## src/rtl/ex_alu_md_ctrl_if.sv

```systemverilog
// ex_alu_md_ctrl_if
//  Groups the EX-stage signals exchanged between the pipeline (master) and the
//  ALU-control / multiply-divide sequencer (slave).
//  master drives: EX_valid, EX_flush, EX_alu_op, EX_funct, EX_rs_data, EX_rt_data
//  master reads : EX_alu_select, EX_hilo_rdata, EX_md_busy, EX_stall
interface ex_alu_md_ctrl_if #(
    parameter int DATA_W    = 32,
    parameter int ALU_SEL_W = 4
);
    logic                 EX_valid;
    logic                 EX_flush;
    logic [1:0]           EX_alu_op;
    logic [5:0]           EX_funct;
    logic [DATA_W-1:0]    EX_rs_data;
    logic [DATA_W-1:0]    EX_rt_data;
    logic [ALU_SEL_W-1:0] EX_alu_select;
    logic [DATA_W-1:0]    EX_hilo_rdata;
    logic                 EX_md_busy;
    logic                 EX_stall;

    modport master (
        output EX_valid, EX_flush, EX_alu_op, EX_funct, EX_rs_data, EX_rt_data,
        input  EX_alu_select, EX_hilo_rdata, EX_md_busy, EX_stall
    );

    modport slave (
        input  EX_valid, EX_flush, EX_alu_op, EX_funct, EX_rs_data, EX_rt_data,
        output EX_alu_select, EX_hilo_rdata, EX_md_busy, EX_stall
    );
endinterface

```

## src/rtl/ex_alu_md_ctrl.sv

```systemverilog
// ex_alu_md_ctrl
//  Execute-stage ALU control for the MIPS core with an iterative multiply /
//  divide sequencer owning the HI/LO registers.
//  - Decodes EX_alu_op / EX_funct into a 4-bit ALU select (zero-extended).
//  - MULT/MULTU/DIV/DIVU run one bit per cycle (IDLE -> RUN x DATA_W -> FIX).
//  - MFHI/MFLO read HI/LO combinationally; MTHI/MTLO write them.
//  - EX_stall holds the pipeline while a HI/LO consumer or another mul/div
//    meets a busy sequencer.
// Ports
//  clk  : clock, rising edge
//  rst  : synchronous reset, active-high
//  bus  : ex_alu_md_ctrl_if.slave (EX_valid, EX_flush, EX_alu_op, EX_funct,
//         EX_rs_data, EX_rt_data in; EX_alu_select, EX_hilo_rdata,
//         EX_md_busy, EX_stall out)
module ex_alu_md_ctrl #(
    parameter int DATA_W    = 32,
    parameter int ALU_SEL_W = 4
) (
    input  logic                clk,
    input  logic                rst,
    ex_alu_md_ctrl_if.slave     bus
);
    localparam int CNT_W = (DATA_W > 1) ? $clog2(DATA_W) : 1;

    localparam logic [3:0] SEL_AND  = 4'b0000;
    localparam logic [3:0] SEL_OR   = 4'b0001;
    localparam logic [3:0] SEL_ADD  = 4'b0010;
    localparam logic [3:0] SEL_XOR  = 4'b0011;
    localparam logic [3:0] SEL_SUB  = 4'b0110;
    localparam logic [3:0] SEL_SLT  = 4'b0111;
    localparam logic [3:0] SEL_NOR  = 4'b1100;
    localparam logic [3:0] SEL_SLTU = 4'b1111;

    typedef enum logic [1:0] {
        ST_IDLE = 2'd0,
        ST_RUN  = 2'd1,
        ST_FIX  = 2'd2
    } state_t;

    state_t              state_q, state_d;
    logic [CNT_W-1:0]    count_q, count_d;
    logic [2*DATA_W-1:0] acc_q, acc_d;       // mul: {partial HI, multiplier/LO}; div: {remainder, quotient}
    logic [DATA_W-1:0]   opnd_q, opnd_d;     // multiplicand or divisor magnitude
    logic                is_div_q, is_div_d;
    logic                neg_res_q, neg_res_d;  // product / quotient must be negated
    logic                neg_rem_q, neg_rem_d;  // remainder takes dividend sign
    logic                div0_q, div0_d;
    logic                busy_q, busy_d;
    logic [DATA_W-1:0]   hi_q, hi_d;
    logic [DATA_W-1:0]   lo_q, lo_d;

    // ------------------------------------------------------------------
    // Decode
    // ------------------------------------------------------------------
    logic r_type, is_md, is_hilo, is_mfhi, is_mflo, is_mthi, is_mtlo;
    logic signed_op;

    assign r_type    = (bus.EX_alu_op == 2'b10);
    assign is_md     = r_type && (bus.EX_funct[5:2] == 4'b0110);
    assign is_hilo   = r_type && (bus.EX_funct[5:2] == 4'b0100);
    assign is_mfhi   = r_type && (bus.EX_funct == 6'b010000);
    assign is_mthi   = r_type && (bus.EX_funct == 6'b010001);
    assign is_mflo   = r_type && (bus.EX_funct == 6'b010010);
    assign is_mtlo   = r_type && (bus.EX_funct == 6'b010011);
    // MULT/DIV have funct[0]=0, MULTU/DIVU have funct[0]=1
    assign signed_op = ~bus.EX_funct[0];

    logic [3:0] sel4;
    always_comb begin
        sel4 = SEL_ADD;
        case (bus.EX_alu_op)
            2'b00: sel4 = SEL_ADD;
            2'b01: sel4 = SEL_SUB;
            2'b11: sel4 = SEL_OR;
            default: begin
                case (bus.EX_funct)
                    6'b100000, 6'b100001: sel4 = SEL_ADD;
                    6'b100010, 6'b100011: sel4 = SEL_SUB;
                    6'b100100:            sel4 = SEL_AND;
                    6'b100101:            sel4 = SEL_OR;
                    6'b100110:            sel4 = SEL_XOR;
                    6'b100111:            sel4 = SEL_NOR;
                    6'b101010:            sel4 = SEL_SLT;
                    6'b101011:            sel4 = SEL_SLTU;
                    default:              sel4 = SEL_ADD;
                endcase
            end
        endcase
    end

    assign bus.EX_alu_select = ALU_SEL_W'(sel4);

    // ------------------------------------------------------------------
    // Hazard / handshake
    // ------------------------------------------------------------------
    logic stall;
    logic issue_ok;
    logic accept;

    assign stall    = bus.EX_valid && !bus.EX_flush && busy_q && (is_md || is_hilo);
    assign issue_ok = bus.EX_valid && !bus.EX_flush && !stall;
    assign accept   = (state_q == ST_IDLE) && issue_ok && is_md;

    assign bus.EX_stall      = stall;
    assign bus.EX_md_busy    = busy_q;
    // Reads see the register value of this cycle; a FIX write lands at the edge
    // and is not forwarded (a consumer is stalled during FIX anyway).
    assign bus.EX_hilo_rdata = is_mfhi ? hi_q : (is_mflo ? lo_q : '0);

    // ------------------------------------------------------------------
    // Operand magnitudes at accept
    // ------------------------------------------------------------------
    logic              rs_neg, rt_neg;
    logic [DATA_W-1:0] rs_mag, rt_mag;

    assign rs_neg = signed_op && bus.EX_rs_data[DATA_W-1];
    assign rt_neg = signed_op && bus.EX_rt_data[DATA_W-1];
    assign rs_mag = rs_neg ? (-bus.EX_rs_data) : bus.EX_rs_data;
    assign rt_mag = rt_neg ? (-bus.EX_rt_data) : bus.EX_rt_data;

    // ------------------------------------------------------------------
    // One iteration step
    // ------------------------------------------------------------------
    // Shift-add multiply: add multiplicand into the upper half when the LSB of
    // the multiplier is set, then shift the whole accumulator right by one.
    logic [DATA_W:0]     mul_sum;
    logic [2*DATA_W-1:0] mul_next;

    assign mul_sum  = {1'b0, acc_q[2*DATA_W-1:DATA_W]} +
                      (acc_q[0] ? {1'b0, opnd_q} : {(DATA_W+1){1'b0}});
    assign mul_next = {mul_sum, acc_q[DATA_W-1:1]};

    // Restoring divide: the partial remainder after the left shift needs one
    // extra bit, taken as acc[2W-1:W-1]; a borrow out of the trial subtract
    // means the divisor did not fit and the shifted value is kept.
    logic [DATA_W:0]     div_rem;
    logic [DATA_W:0]     div_diff;
    logic [2*DATA_W-1:0] div_next;

    assign div_rem  = acc_q[2*DATA_W-1:DATA_W-1];
    assign div_diff = div_rem - {1'b0, opnd_q};
    assign div_next = div_diff[DATA_W] ? {acc_q[2*DATA_W-2:0], 1'b0}
                                       : {div_diff[DATA_W-1:0], acc_q[DATA_W-2:0], 1'b1};

    // ------------------------------------------------------------------
    // Sign fix-up
    // ------------------------------------------------------------------
    logic [2*DATA_W-1:0] prod_fix;
    logic [DATA_W-1:0]   quot_fix, rem_fix;

    assign prod_fix = neg_res_q ? (-acc_q) : acc_q;
    assign quot_fix = div0_q ? {DATA_W{1'b1}}
                             : (neg_res_q ? (-acc_q[DATA_W-1:0]) : acc_q[DATA_W-1:0]);
    // With a zero divisor the remainder holds |rs|, so re-signing it yields rs.
    assign rem_fix  = neg_rem_q ? (-acc_q[2*DATA_W-1:DATA_W]) : acc_q[2*DATA_W-1:DATA_W];

    // ------------------------------------------------------------------
    // Next-state logic
    // ------------------------------------------------------------------
    always_comb begin
        state_d   = state_q;
        count_d   = count_q;
        acc_d     = acc_q;
        opnd_d    = opnd_q;
        is_div_d  = is_div_q;
        neg_res_d = neg_res_q;
        neg_rem_d = neg_rem_q;
        div0_d    = div0_q;
        hi_d      = hi_q;
        lo_d      = lo_q;

        if (issue_ok && is_mthi) hi_d = bus.EX_rs_data;
        if (issue_ok && is_mtlo) lo_d = bus.EX_rs_data;

        case (state_q)
            ST_IDLE: begin
                if (accept) begin
                    is_div_d  = bus.EX_funct[1];
                    neg_res_d = rs_neg ^ rt_neg;
                    neg_rem_d = rs_neg;
                    div0_d    = (bus.EX_rt_data == '0);
                    // mul: multiplier sits in the low half; div: dividend does
                    acc_d     = {{DATA_W{1'b0}}, bus.EX_funct[1] ? rs_mag : rt_mag};
                    opnd_d    = bus.EX_funct[1] ? rt_mag : rs_mag;
                    count_d   = CNT_W'(DATA_W - 1);
                    state_d   = ST_RUN;
                end
            end
            ST_RUN: begin
                acc_d = is_div_q ? div_next : mul_next;
                if (count_q == '0) begin
                    state_d = ST_FIX;
                end else begin
                    count_d = count_q - 1'b1;
                end
            end
            ST_FIX: begin
                if (is_div_q) begin
                    hi_d = rem_fix;
                    lo_d = quot_fix;
                end else begin
                    hi_d = prod_fix[2*DATA_W-1:DATA_W];
                    lo_d = prod_fix[DATA_W-1:0];
                end
                state_d = ST_IDLE;
            end
            default: state_d = ST_IDLE;
        endcase

        // A flush abandons the running operation without touching HI/LO.
        if (bus.EX_flush && (state_q != ST_IDLE)) begin
            state_d = ST_IDLE;
            hi_d    = hi_q;
            lo_d    = lo_q;
        end
    end

    assign busy_d = (state_d != ST_IDLE);

    // ------------------------------------------------------------------
    // State registers
    // ------------------------------------------------------------------
    always_ff @(posedge clk) begin
        if (rst) begin
            state_q   <= ST_IDLE;
            count_q   <= '0;
            acc_q     <= '0;
            opnd_q    <= '0;
            is_div_q  <= 1'b0;
            neg_res_q <= 1'b0;
            neg_rem_q <= 1'b0;
            div0_q    <= 1'b0;
            busy_q    <= 1'b0;
            hi_q      <= '0;
            lo_q      <= '0;
        end else begin
            state_q   <= state_d;
            count_q   <= count_d;
            acc_q     <= acc_d;
            opnd_q    <= opnd_d;
            is_div_q  <= is_div_d;
            neg_res_q <= neg_res_d;
            neg_rem_q <= neg_rem_d;
            div0_q    <= div0_d;
            busy_q    <= busy_d;
            hi_q      <= hi_d;
            lo_q      <= lo_d;
        end
    end
endmodule

```

## src/flat_wrapper.sv

```systemverilog
// flat-port wrapper written by rule: the top's interface ports become plain ports
module ex_alu_md_ctrl_flat 
#(
    parameter int DATA_W    = 32,
    parameter int ALU_SEL_W = 4
)
  (clk, rst, bus_EX_valid, bus_EX_flush, bus_EX_alu_op, bus_EX_funct, bus_EX_rs_data, bus_EX_rt_data, bus_EX_alu_select, bus_EX_hilo_rdata, bus_EX_md_busy, bus_EX_stall);
  ex_alu_md_ctrl_if #(.DATA_W(DATA_W), .ALU_SEL_W(ALU_SEL_W)) bus_i ();
  input  logic clk;
  input  logic rst;
  input wire logic [$bits(bus_i.EX_valid)-1:0] bus_EX_valid;
  input wire logic [$bits(bus_i.EX_flush)-1:0] bus_EX_flush;
  input wire logic [$bits(bus_i.EX_alu_op)-1:0] bus_EX_alu_op;
  input wire logic [$bits(bus_i.EX_funct)-1:0] bus_EX_funct;
  input wire logic [$bits(bus_i.EX_rs_data)-1:0] bus_EX_rs_data;
  input wire logic [$bits(bus_i.EX_rt_data)-1:0] bus_EX_rt_data;
  output wire logic [$bits(bus_i.EX_alu_select)-1:0] bus_EX_alu_select;
  output wire logic [$bits(bus_i.EX_hilo_rdata)-1:0] bus_EX_hilo_rdata;
  output wire logic [$bits(bus_i.EX_md_busy)-1:0] bus_EX_md_busy;
  output wire logic [$bits(bus_i.EX_stall)-1:0] bus_EX_stall;
  assign bus_i.EX_valid = bus_EX_valid;
  assign bus_i.EX_flush = bus_EX_flush;
  assign bus_i.EX_alu_op = bus_EX_alu_op;
  assign bus_i.EX_funct = bus_EX_funct;
  assign bus_i.EX_rs_data = bus_EX_rs_data;
  assign bus_i.EX_rt_data = bus_EX_rt_data;
  assign bus_EX_alu_select = bus_i.EX_alu_select;
  assign bus_EX_hilo_rdata = bus_i.EX_hilo_rdata;
  assign bus_EX_md_busy = bus_i.EX_md_busy;
  assign bus_EX_stall = bus_i.EX_stall;
  ex_alu_md_ctrl #(.DATA_W(DATA_W), .ALU_SEL_W(ALU_SEL_W)) u_core (.clk(clk), .rst(rst), .bus(bus_i));
endmodule
```

## config.mk

```make
export PLATFORM = sky130hd
export DESIGN_NAME = ex_alu_md_ctrl_flat
export DESIGN_NICKNAME = d
export VERILOG_FILES = /design/src/rtl/ex_alu_md_ctrl_if.sv /design/src/rtl/ex_alu_md_ctrl.sv /design/src/flat_wrapper.sv
export SDC_FILE = /design/constraint.sdc
export NUM_CORES = 1
export LEC_CHECK = 0
export CORE_MARGIN = 8
export CORE_UTILIZATION = 55
export DETAILED_ROUTE_END_ITERATION = 6
export GPL_ROUTABILITY_DRIVEN = 0
export MAX_ROUTING_LAYER = met4
export PLACE_DENSITY = 0.79
export SYNTH_ARGS = -nofsm -noshare
export SYNTH_HDL_FRONTEND = slang
export SYNTH_SLANG_ARGS = --single-unit
```

## constraint.sdc

```tcl
create_clock -name clk -period 3.5 [get_ports clk]
set_input_delay 0.875 -clock clk [delete_from_list [all_inputs] [get_ports clk]]
set_output_delay 0.875 -clock clk [all_outputs]
set_load 0.03 [all_outputs]
```

==> flow_results.org <==
** Status
- The flow ran to the end, and the final reports show no timing, DRC or antenna violations.

** Layout
- In the final layout, the multi-input gates occupy 0.0108 sq mm.
- Commonest non-fill, non-tap cells in the layout :: sky130_fd_sc_hd__nor2_1 (251), sky130_fd_sc_hd__buf_4 (220), sky130_fd_sc_hd__a21oi_1 (192)
- For this run, the post-layout net count is 2381.
- The sequential cells in the finished layout cover a total of 0.00345 sq mm.
- Most common cell after layout, fill and taps aside :: sky130_fd_sc_hd__nor2_1
- Layout Cells excl Fill :: 2589
- The area growth from synthesis to layout is 22.1%.
- The layout has 2191 filler cells.
- Layout cell share with drive strength beyond 1 :: 14.7%

** Clock network
- Maximum count of clock buffers along a single path :: 2
- Sink count of the clock tree :: 172
- Clock tree from TritonCTS :: yes
- In this run, post-CTS hold repair placed 0 buffers.
- The clock tree synthesis step divided the H-tree into 4 levels.
- After clock tree synthesis, the clock-pin slew on the worst setup and hold paths is 80 ps.
- Number of buffers inserted during clock tree synthesis :: 17
- Worst-skew pair later-pin latency :: 450 ps
- Buffer cell driving the clock tree root :: sky130_fd_sc_hd__clkbuf_16

** Setup path
- Top delay family on crit path :: compound AO/OA/AOI/OAI gates
- Cells along the critical path :: and2_1 -> ha_1 -> inv_1 -> fa_1 -> nand2b_1 -> a21oi_2 -> o21ai_1 -> o211ai_1 -> a311o_1 -> a41oi_1 -> buf_4 -> o31ai_4 -> a21oi_1 -> o211a_1 -> a2111oi_2
- Highest net fanout along the worst path :: 4
- Critical path start-end classification :: flop to flop
- Required @ worst endpoint :: 3830 ps
- For the worst setup path, the data arrival time is 3740 ps.
- Type of element launching the critical path :: flop
- For this design, the slowest cell found on the critical path is sky130_fd_sc_hd__fa_1.
- Element type at the critical path end :: flop
- On the worst path, the slowest cell contributes a delay of 390 ps.
- Together, buffers and inverters on the worst path number 2.

** STA
- Slew HR :: 33.1%
- Worst Clk Skew :: 16.5 ps
- The count of final hold-check violations came to 0.
- At the pin with the least slew margin, the transition time is 1000 ps.
- The final critical path takes up 97.3% of the cycle.
- The worst path in the final design needs a cycle of 3410 ps, including I/O delays and setup.
- Final Max Slew Viols :: 0
- Derived from the worst setup path, the maximum achievable clock frequency is 294 MHz.
- Number of endpoints failing setup at the final stage :: 0

** Drt
- The count of nets left with antenna violations once routing finished came out at 0.
- For this block, the initial DRC count from the detailed router was 2259.
- In the routed design, unresolved DRC markers number 0.
- Using the TritonRoute via totals, the vias-per-cell ratio works out to 6.64.
- Number of detailed-routing iterations run before antenna repair :: 7
- After detailed routing, the average wire length per cell comes to 21.1 um.
- The final layout contains routed wiring with a total length of 54.7 mm.
- The routed layout has 17.2k vias.

** Synth
- Post-synth design cell area :: 0.0149 sq mm
- Count of distinct cell types in the synthesized netlist :: 76
- Synthesized netlist net count :: 2193
- Each instance of the synthesized netlist takes up on average 7.27 sq um.
- Top FF cell, synth :: sky130_fd_sc_hd__dfxtp_1
- Sequential area share after synthesis :: 23.1%
- During synthesis, Yosys emitted a total of 0 warnings.
- EDFF count, synth :: 0
- Of all flip-flops after synthesis, the portion carrying an async set or reset was 0%.
- The synthesized design contains 172 register bits.
- Synthesized netlist cell count :: 2046

** Global routing
- Via count of the first global-routing pass :: 15.7k
- Global routing used 32.5% of the available tracks across all layers.
- Number of antenna violations at the first check in global routing :: 1
- The first global-routing pass estimated 84.8 mm of wire.
- Largest net degree at the start of global routing :: 89
- Overflow after GRT :: 0

** Floorplanning
- Number of standard-cell rows in the floorplan :: 60
- Die width :: 180 um
- Initial core utilization :: 55.7%
- Number of top-level pins :: 114
- Core Footprint :: 0.0267 sq mm
- Measured along the y axis, the die boundary spans 180 um.
- Total die area :: 0.0326 sq mm

** Place
- In this run the tool buffered the top-level ports with 113 buffer cells.
- Total placed cells including tap cells :: 2548
- Post-detail-place hpwl :: 41.5 mm

** Power
- Power comes to 0.00467 W.
- Cell leakage power :: 7.47 nW
- In this run the power density over the cells is 257 mW/mm^2.
- Across the VDD grid, the largest voltage drop is 351 uV.

** Hold path
- The path class of the tightest hold or removal check is flop to flop.

** Job
- The tool flagged a number of max-cap violations equal to 0.
==> sequential cells by signal (all words and copies together), names as in the netlist <==
name and count:
u_core.acc_q 64, u_core.bus.EX_md_busy 1, u_core.count_q 5, u_core.div0_q 1, u_core.hi_q 32, u_core.is_div_q 1, u_core.lo_q 32, u_core.neg_rem_q 1
u_core.neg_res_q 1, u_core.opnd_q 32, u_core.state_q 2
==> where the power goes <==
group | switching, W | total [W] | internal, W
Clock | 0.000980 | 0.00203 | 0.00105
Sequential | 0.00000443 | 0.00196 | 0.00196
Combinational | 0.000394 | 0.000686 | 0.000291
==> final cells by class <==
class,count,share of cell area (%)
multi-input cells,1659,59.2
flip-flops and latches,172,19.0
repair buffers,309,14.5
clock buffers,18,2.42
well taps,341,2.35
inverters,75,1.59
clock inverters,14,0.937
diodes,1,0.0138
==> metrics by stage <==
stage          hold slack (ps)  setup TNS, ps  util, %  setup slack (ps)  instance area, sq um
3_5_place_dp               444          -3450     64.8              -360                 17300
6_report                   455              0     68.0              93.6                 18200
3_3_place_gp               438          -1260     64.8              -271                 17300
5_1_grt                    469           -203     68.0             -68.3                 18200
4_1_cts                    454              0     67.1              2.87                 17900
2_1_floorplan              432              0        -              91.5                 14900
==> repair_timing <==
| item | in CTS | in global routing |
|---|---|---|
| resized for setup | 7 | 44 |
| pin swaps | 1 | 8 |
| cloned | 0 | 2 |
| buffers inserted | 0 | 6 |
| endpoints found under the setup margin | 2 | 54 |
==> worst register-to-register path: cells and delay by family, from the launching register on <==
| family | cells | cell delay (ps) |
|---|---|---|
| adders and majority gates | 2 | 580 |
| and+or+nand+nor | 2 | 360 |
| buffers and inverters | 2 | 250 |
| AOI/OAI and AO/OA | 9 | 1740 |
| DFF | 1 | 350 |
==> per-layer routing <==
| metal | vias to the layer above | global-route usage [%] | wire [um] |
|---|---|---|---|
| met5 | - | - | 0 |
| met4 | 0 | 12.1 | 2330 |
| li1 | 7835 | - | - |
| met3 | 204 | 5.75 | 6610 |
| met2 | 1200 | 49.7 | 23700 |
| met1 | 7944 | 42.3 | 22100 |
==> worst paths after layout <==
| check | cells after the start | from | slack (ps) | to |
|---|---|---|---|---|
| max reg2reg | 15 | u_core.opnd_q[0] | 90 | u_core.acc_q[63] |
| min reg2reg | 2 | u_core.lo_q[17] | 460 | u_core.lo_q[17] |
| min | 2 | u_core.lo_q[17] | 460 | u_core.lo_q[17] |
| max | 15 | u_core.opnd_q[0] | 90 | u_core.acc_q[63] |
==> cell usage after synthesis, types with 4 or more instances <==
library cell / instances / area, sq um
sky130_fd_sc_hd__o22ai_1: 6 / 37.5
sky130_fd_sc_hd__a221oi_1: 17 / 149
sky130_fd_sc_hd__nor2_1: 251 / 942
sky130_fd_sc_hd__a221o_1: 4 / 40.0
sky130_fd_sc_hd__a2111oi_0: 5 / 43.8
sky130_fd_sc_hd__nand2_1: 191 / 717
sky130_fd_sc_hd__mux2i_1: 50 / 500
sky130_fd_sc_hd__or3_1: 9 / 56.3
sky130_fd_sc_hd__nor4_1: 23 / 144
sky130_fd_sc_hd__xor2_1: 71 / 622
sky130_fd_sc_hd__or3_2: 5 / 37.5
sky130_fd_sc_hd__a21oi_1: 193 / 966
sky130_fd_sc_hd__a31oi_1: 20 / 125
sky130_fd_sc_hd__dfxtp_1: 172 / 3440
sky130_fd_sc_hd__nand4_1: 12 / 75.1
sky130_fd_sc_hd__a211oi_1: 88 / 661
sky130_fd_sc_hd__o21a_1: 7 / 52.6
sky130_fd_sc_hd__or4_1: 11 / 82.6
sky130_fd_sc_hd__a311oi_1: 14 / 123
sky130_fd_sc_hd__clkbuf_1: 118 / 443
sky130_fd_sc_hd__and3_1: 8 / 50.1
sky130_fd_sc_hd__clkbuf_8: 6 / 82.6
sky130_fd_sc_hd__buf_1: 9 / 33.8
sky130_fd_sc_hd__ha_1: 69 / 863
sky130_fd_sc_hd__nand2b_1: 23 / 144
sky130_fd_sc_hd__or2_2: 8 / 50.1
sky130_fd_sc_hd__nor3_1: 46 / 230
sky130_fd_sc_hd__o21bai_1: 12 / 90.1
sky130_fd_sc_hd__o21ai_0: 141 / 706
sky130_fd_sc_hd__nor2b_1: 23 / 144
sky130_fd_sc_hd__a22oi_1: 14 / 105
sky130_fd_sc_hd__o221ai_1: 29 / 254
sky130_fd_sc_hd__o41ai_1: 12 / 105
sky130_fd_sc_hd__o31ai_1: 24 / 180
sky130_fd_sc_hd__a31o_2: 4 / 35.0
sky130_fd_sc_hd__xnor2_1: 103 / 902
sky130_fd_sc_hd__a22o_1: 33 / 289
sky130_fd_sc_hd__a21o_1: 29 / 218
sky130_fd_sc_hd__nand3_1: 29 / 145
sky130_fd_sc_hd__o211ai_1: 21 / 158
sky130_fd_sc_hd__and2_1: 7 / 43.8
sky130_fd_sc_hd__nor3b_1: 4 / 30.0
sky130_fd_sc_hd__inv_1: 75 / 282
==> cells by family after synthesis <==
logic type               Yosys count  synth area share [%]
buffers and inverters            215                  6.02
XOR/XNOR                         174                  10.2
multiplexers                      50                  3.36
adder cells (fa/ha/maj)           71                  6.07
AND/OR/NAND/NOR                  668                  20.7
flip-flops                       172                  23.1
AO/OA/AOI/OAI                    696                  30.5
Power figures use the tool's default switching activity.
